--- src/rtl/id_exe_reg_pkg.sv ---
// Shared definitions for the ID/EXE pipeline register: execute command encodings,
// status flag positions and the registered payload layout.
package id_exe_reg_pkg;

  localparam int unsigned PC_W     = 32;
  localparam int unsigned DATA_W   = 32;
  localparam int unsigned CMD_W    = 4;
  localparam int unsigned REG_W    = 4;
  localparam int unsigned SHIFT_W  = 12;
  localparam int unsigned IMM24_W  = 24;
  localparam int unsigned STATUS_W = 4;

  // Flag positions inside the {N,Z,C,V} status word
  localparam int unsigned STATUS_N = 3;
  localparam int unsigned STATUS_Z = 2;
  localparam int unsigned STATUS_C = 1;
  localparam int unsigned STATUS_V = 0;

  typedef enum logic [CMD_W-1:0] {
    EXE_NOP = 4'b0000,
    EXE_MOV = 4'b0001,
    EXE_ADD = 4'b0010,
    EXE_ADC = 4'b0011,
    EXE_SUB = 4'b0100,
    EXE_SBC = 4'b0101,
    EXE_AND = 4'b0110,
    EXE_ORR = 4'b0111,
    EXE_EOR = 4'b1000,
    EXE_MVN = 4'b1001
  } exe_cmd_e;

  typedef struct packed {
    logic [PC_W-1:0]    pc;
    logic [DATA_W-1:0]  val_rn;
    logic [DATA_W-1:0]  val_rm;
    logic [CMD_W-1:0]   exe_cmd;
    logic               wb_en;
    logic               mem_r_en;
    logic               mem_w_en;
    logic               b;
    logic               s;
    logic               valid;
    logic               imm;
    logic [SHIFT_W-1:0] shift_operand;
    logic [IMM24_W-1:0] signed_imm_24;
    logic [REG_W-1:0]   dest;
    logic [REG_W-1:0]   src1;
    logic [REG_W-1:0]   src2;
  } id_exe_t;

endpackage

--- src/rtl/id_exe_reg_status_reg.sv ---
// Status flag register with load enable; cleared asynchronously on reset.
module status_reg
  import id_exe_reg_pkg::*;
(
  input  logic                clk,
  input  logic                rst_n,
  input  logic                ld,
  input  logic [STATUS_W-1:0] d,
  output logic [STATUS_W-1:0] q
);

  always_ff @(posedge clk or negedge rst_n) begin
    if (!rst_n) begin
      q <= '0;
    end else if (ld) begin
      q <= d;
    end
  end

endmodule

--- src/rtl/id_exe_reg.sv ---
// ID/EXE pipeline register with flush/freeze control, bubble propagation and
// the processor status flags written back from the execute stage.
module id_exe_reg
  import id_exe_reg_pkg::*;
(
  input  logic                clk,
  input  logic                rst,
  input  logic                flush,
  input  logic                freeze,
  input  logic [31:0]         pc_in,
  input  logic [31:0]         val_rn_in,
  input  logic [31:0]         val_rm_in,
  input  logic [3:0]          exe_cmd_in,
  input  logic                wb_en_in,
  input  logic                mem_r_en_in,
  input  logic                mem_w_en_in,
  input  logic                b_in,
  input  logic                s_in,
  input  logic                valid_in,
  input  logic                imm_in,
  input  logic [11:0]         shift_operand_in,
  input  logic [23:0]         signed_imm_24_in,
  input  logic [3:0]          dest_in,
  input  logic [3:0]          src1_in,
  input  logic [3:0]          src2_in,
  input  logic [3:0]          status_in,
  output logic [31:0]         pc_out,
  output logic [31:0]         val_rn_out,
  output logic [31:0]         val_rm_out,
  output logic [3:0]          exe_cmd_out,
  output logic                wb_en_out,
  output logic                mem_r_en_out,
  output logic                mem_w_en_out,
  output logic                b_out,
  output logic                s_out,
  output logic                valid_out,
  output logic                imm_out,
  output logic [11:0]         shift_operand_out,
  output logic [23:0]         signed_imm_24_out,
  output logic [3:0]          dest_out,
  output logic [3:0]          src1_out,
  output logic [3:0]          src2_out,
  output logic [3:0]          status_out,
  output logic                carry_out
);

  id_exe_t             in_pkt;
  id_exe_t             pipe_d;
  id_exe_t             pipe_q;
  logic                status_ld_c;
  logic [STATUS_W-1:0] status_q;

  // Next pipeline contents: flush beats freeze; invalid slots carry no side effects
  always_comb begin
    in_pkt               = '0;
    in_pkt.pc            = pc_in;
    in_pkt.val_rn        = val_rn_in;
    in_pkt.val_rm        = val_rm_in;
    in_pkt.exe_cmd       = exe_cmd_in;
    in_pkt.wb_en         = wb_en_in;
    in_pkt.mem_r_en      = mem_r_en_in;
    in_pkt.mem_w_en      = mem_w_en_in;
    in_pkt.b             = b_in;
    in_pkt.s             = s_in;
    in_pkt.valid         = valid_in;
    in_pkt.imm           = imm_in;
    in_pkt.shift_operand = shift_operand_in;
    in_pkt.signed_imm_24 = signed_imm_24_in;
    in_pkt.dest          = dest_in;
    in_pkt.src1          = src1_in;
    in_pkt.src2          = src2_in;
    if (!valid_in) begin
      in_pkt.wb_en    = 1'b0;
      in_pkt.mem_r_en = 1'b0;
      in_pkt.mem_w_en = 1'b0;
      in_pkt.b        = 1'b0;
      in_pkt.s        = 1'b0;
    end

    pipe_d = pipe_q;
    if (flush) begin
      pipe_d = '0;
    end else if (!freeze) begin
      pipe_d = in_pkt;
    end
  end

  always_ff @(posedge clk or negedge rst) begin
    if (!rst) begin
      pipe_q <= '0;
    end else begin
      pipe_q <= pipe_d;
    end
  end

  assign pc_out            = pipe_q.pc;
  assign val_rn_out        = pipe_q.val_rn;
  assign val_rm_out        = pipe_q.val_rm;
  assign exe_cmd_out       = pipe_q.exe_cmd;
  assign wb_en_out         = pipe_q.wb_en;
  assign mem_r_en_out      = pipe_q.mem_r_en;
  assign mem_w_en_out      = pipe_q.mem_w_en;
  assign b_out             = pipe_q.b;
  assign s_out             = pipe_q.s;
  assign valid_out         = pipe_q.valid;
  assign imm_out           = pipe_q.imm;
  assign shift_operand_out = pipe_q.shift_operand;
  assign signed_imm_24_out = pipe_q.signed_imm_24;
  assign dest_out          = pipe_q.dest;
  assign src1_out          = pipe_q.src1;
  assign src2_out          = pipe_q.src2;

  // The instruction sitting in execute commits its flags even when the incoming one is flushed
  assign status_ld_c = pipe_q.s & pipe_q.valid & ~freeze;

  status_reg u_status_reg (
    .clk   (clk),
    .rst_n (rst),
    .ld    (status_ld_c),
    .d     (status_in),
    .q     (status_q)
  );

  assign status_out = status_q;
  assign carry_out  = status_q[STATUS_C];

endmodule

--- config.mk ---
export PLATFORM = sky130hd
export DESIGN_NAME = id_exe_reg
export DESIGN_NICKNAME = d
export VERILOG_FILES = /design/src/rtl/id_exe_reg_pkg.sv /design/src/rtl/id_exe_reg_status_reg.sv /design/src/rtl/id_exe_reg.sv
export SDC_FILE = /design/constraint.sdc
export NUM_CORES = 1
export LEC_CHECK = 0
export ABC_AREA = 1
export BUFFER_PORTS_ARGS = -buffer_cell sky130_fd_sc_hd__buf_4
export CAP_MARGIN = 20
export CORE_MARGIN = 8
export CORE_UTILIZATION = 49
export CTS_CLUSTER_SIZE = 16
export DETAILED_ROUTE_END_ITERATION = 7
export PLACE_DENSITY = 0.86
export SYNTH_ARGS = -nofsm -noshare
export SYNTH_HDL_FRONTEND = slang
export SYNTH_HIERARCHICAL = 1
export SYNTH_SLANG_ARGS = --single-unit
--- constraint.sdc ---
create_clock -name clk -period 1.3 [get_ports clk]
set_input_delay 0.13 -clock clk [delete_from_list [all_inputs] [get_ports clk]]
set_output_delay 0.13 -clock clk [all_outputs]
set_load 0.05 [all_outputs]
=== After elaboration in Yosys (flattened, before gate mapping) ===
Index checks and enable logic that the tools add are counted.

* Eq/ne operators: 1
* Multiplexer cells: 3
* Bitwise logic cells: 3

{| class="wikitable"
|+ Operators with widths
! operator !! number
|-
| $mux W155 || 2
|-
| $mux W5 || 1
|-
| $and A1 B1 Y1 || 2
|-
| $ne A2 B2 Y1 const B || 1
|-
| $not A1 Y1 || 1
|}

* Word-level logic and storage cells: 24
* Register bits after elaboration: 159

=== Longest topological paths before layout ===
* Depth in word-level cells: 3
* Gate-level depth with buffers: 6
* Depth with buffers taken out: 5

=== By module ===
Netlist, hierarchy kept.

{| class="wikitable"
|+ By module, submodules not included
! module !! sequential area each (um^2) !! cells each !! times used !! area an instance (um^2)
|-
| id_exe_reg || 3878.7 || 660 || 1 || 5992.0
|-
| status_reg || 100.1 || 17 || 1 || 148.9
|}

=== Worst setup path after synthesis ===
OpenSTA, ideal clock, no wires.

* Path type: flip-flop to flip-flop
* Start: register pipe_q (netlist bit s_out)
* End: register u_status_reg.q[1]
* Setup slack: 49 ps
* Cell stages (with the launch flop): 6
* Arrival: 1132 ps
* Buffers on the path: 0
* Setup time: 119 ps
* Path through: dfrtp_1 -> nand2_1 -> nor2_1 -> inv_2 -> nand2_1 -> nand2_1

* Longest elaborated chain between the ends: 2

{| class="wikitable"
|+ Ends and longest elaborated chain
! what !! line !! RTL
|-
| from (decl) || id_exe_reg.sv:49 || <nowiki>id_exe_t pipe_q;</nowiki>
|-
| from (signal assigned) || id_exe_reg.sv:92 || <nowiki>pipe_q <= pipe_d;</nowiki>
|-
| $and A1 B1 Y1 (2 in series) || id_exe_reg.sv:114 || <nowiki>assign status_ld_c = pipe_q.s & pipe_q.valid & ~freeze;</nowiki>
|-
| via status_ld_c || id_exe_reg.sv:50 || <nowiki>logic status_ld_c;</nowiki>
|-
| to (signal assigned) || id_exe_reg_status_reg.sv:14 || <nowiki>q <= '0;</nowiki>
|-
| to (signal assigned) || id_exe_reg_status_reg.sv:16 || <nowiki>q <= d;</nowiki>
|-
| to (decl) || id_exe_reg_status_reg.sv:9 || <nowiki>output logic [STATUS_W-1:0] q</nowiki>
|}

The timed path passes the listed nets, and every way through them passes these cells.
A chain may end at the register's enable or synchronous reset.

=== Worst setup path after layout ===
* Start: register pipe_q (netlist bit dest_out[0])
* End: output dest_out[0]

{| class="wikitable"
|+ RTL lines
! what !! line !! RTL
|-
| to (decl) || id_exe_reg.sv:40 || <nowiki>output logic [3:0] dest_out,</nowiki>
|}

No word-level cell between the ends.

==> metrics.md <==
| Metric | Value |
|---|---|
| Vias | ~7,000 |
| Ratio of cells with drive above 1 in the final layout | 0.314 |
| First-pass GRT wire length | ~42 mm |
| Gp weighted congestion | roughly 0.81 |
| Initial antenna violation count | 0 |
| DIE WIDTH | roughly 130 um |
| Synth cell types | 12 |
| Largest net degree at the start of global routing | 100 |
| CTS max path bufs | 2 |
| Ports | around 320 |
| Critical Path Sink Type | output port |
| DR WL/cell | 20.3 um |
| Synth warn | 6 |
| Slowest CP cell | dfrtp_1 |
| Worst EP required | 1.17 ns |
| Commonest non-fill, non-tap cell in the layout | nand2_1 |
| Post-synth top area share | 0.648 |
| Area Growth Syn to Fin | 76.2% |
| Post-DRT Antenna Nets | 0 |
| Hold Crit Class | in2reg |
| Max Cap Viol | 0 |
| CTS buffer count | 17 |
| Post-route clock skew | 0.00490 ns |
| Leakage Power | 6.10 nW |
| Sink Count | around 160 |
| CTS tree | built |
| Post-synthesis sequential area ratio | 0.648 |
| Detail Placement HPWL | approximately 14 mm |
| Clk slew on worst S/H paths | about 0.07 ns |
| Post-CTS Setup Repair Bufs | 0 |
| Seq cells post-synth | between 150 and 200 |
| Hold Vio Cnt, Final | 0 |
| Clk root buf | clkbuf_16 |
| Total Neg Setup Slack | 0 ns |
| Vias in the first global route | a little under 8,000 |
| CP Launch Type | flop |
| Post-Syn Area | slightly above 0.006 mm^2 |
| WP buf/inv | 1 |
| RSZ-0062 raised after global routing | no |
| Total Nets Final | between 1,000 and 1,500 |
| Vias per cell | 5.25 |
| Full die area | 0.0164 mm^2 |
| Crit share post-route | 0.942 |
| Cell taking the most area after synthesis | dfrtp_1 |
| Drt total wl | about 27 mm |
| Pre-antenna DRT Iters | 5 |
| Fmax | 0.816 GHz |
| Initial Utilization | 0.495 |
| Gr ovfl total | 0 |
| Core box area | roughly 0.012 mm^2 |
| Worst hold slack | 0.0269 ns |
| Synth Instances | between 600 and 700 |
| Cell Rows | roughly 40 |
| Crit-path leading delay family | flip-flops |
| Max incr delay on CP | approximately 0.44 ns |
| Setup CP Type | reg2out |
| Syn_nets | 840 |
| CP arrival | roughly 1.1 ns |
| Global Route Usage Sum | 0.333 |
| PwrDens | roughly 1300 mW/mm^2 |
| Crit path max fanout | 2 |
| Final worst slack | 0.0751 ns |
| Final Slew Violations | 0 |
| Syn Area/Cell | approximately 9.1 um^2 |
| Final setup viols | 0 |
| Final min period | about 1.2 ns |
| Worst slew pin tran | between 0.4 and 0.5 ns |
| H-tree lvl count | 4 |
| DRC | 0 |
| Overall die height | 128 um |
| Peak VDD IR | 0.808 mV |
| Place WS | ~0.15 ns |
| Ant. Diodes | 0 |
| Synth area leaders | dfrtp_1 65%, nand2_1 29%, buf_12 1.6%, buf_2 1.4%, buf_6 1.3% |
| Port-buffer cells | between 300 and 400 |
| Status | completed |
| Commonest non-fill, non-tap cells in the layout | 473 x nand2_1, 321 x buf_4, 159 x dfrtp_1, 159 x dlygate4sd3_1, 17 x clkbuf_16 |
| Reg2Reg Setup Slack | approximately 0.09 ns |
| Initial DRC Count | ~740 |
| Clock Latency Late Sink | ~0.41 ns |
| Cell Chain, Critical Path | buf_4 |
| Worst relative slew slack | 0.696 |
[per-layer routing]
metal,wire (um),part of all wire,GRT usage
met5,0,0,0
met4,1640,0.060,0.203
met3,2970,0.11,0.106
met2,13600,0.50,0.580
met1,8960,0.33,0.343
[where the power goes]
| part | switching, mW | total (mW) | internal (mW) |
|---|---|---|---|
| Combinational | 1.93 | 3.10 | 1.17 |
| Sequential | 0.212 | 5.45 | 5.24 |
| Clock | 2.07 | 5.07 | 3.00 |
[logic make-up after synthesis]
group                  after synthesis  synth area share
and+or+nand+nor                    481             0.295
DFF                                159             0.648
buffers and inverters               37            0.0566
[Yosys cell counts]
master	n
nand3_1	5
nand2_1	473
dfrtp_1	159
nor2_2	1
clkbuf_8	5
nor2_1	2
buf_12	5
buf_2	17
inv_2	1
inv_1	1
buf_6	7
buf_4	1
[final timing paths]
kind                                           to  cells past startpoint           start
worst max-delay path                  dest_out[0]                      1     dest_out[0]
worst min register to register     val_rn_out[15]                      2  val_rn_out[15]
min in group asynchronous             src1_out[1]                      2             rst
worst min-delay path                    valid_out                      3        valid_in
max in group asynchronous          val_rm_out[13]                      3             rst
worst max register to register  u_status_reg/q[2]                      5       valid_out
[stage by stage]
stage	instances	total power, mW	util	area (um^2)
3_5_place_dp	1145	8.08	0.695	8630
4_1_cts	1336	13.5	0.872	10800
6_report	1336	13.6	0.872	10800
3_3_place_gp	1145	8.04	0.695	8630
5_1_grt	1336	14.0	0.872	10800
2_1_floorplan	677	6.96	-	6140
[registers in the layout, summed over array words and instances (netlist names), 4 cells and up]
register	flops
dest_out	4
exe_cmd_out	4
pc_out	32
shift_operand_out	12
signed_imm_24_out	24
src1_out	4
src2_out	4
u_status_reg/q	4
val_rm_out	32
val_rn_out	32
[layout make-up]
type                    count  area (um^2)
fillers                   516         1590
clock buffers              21          470
repair buffers            490         4190
clock inverters            11          130
well taps                 172          215
flip-flops and latches    159         3980
inverters                   2         7.51
multi-input cells         481         1830
[tightest hold or removal path, stage by stage]
cell     delay, ns
buf_4         0.14
nand2_1       0.07
nand2_1       0.06
[what timing repair did]
| action | in CTS | in global routing |
|---|---|---|
| endpoints found under the hold margin | 195 | 0 |
| resized for setup | 0 | 0 |
| hold buffers | 159 | 0 |
Power figures use the tool's default switching activity.
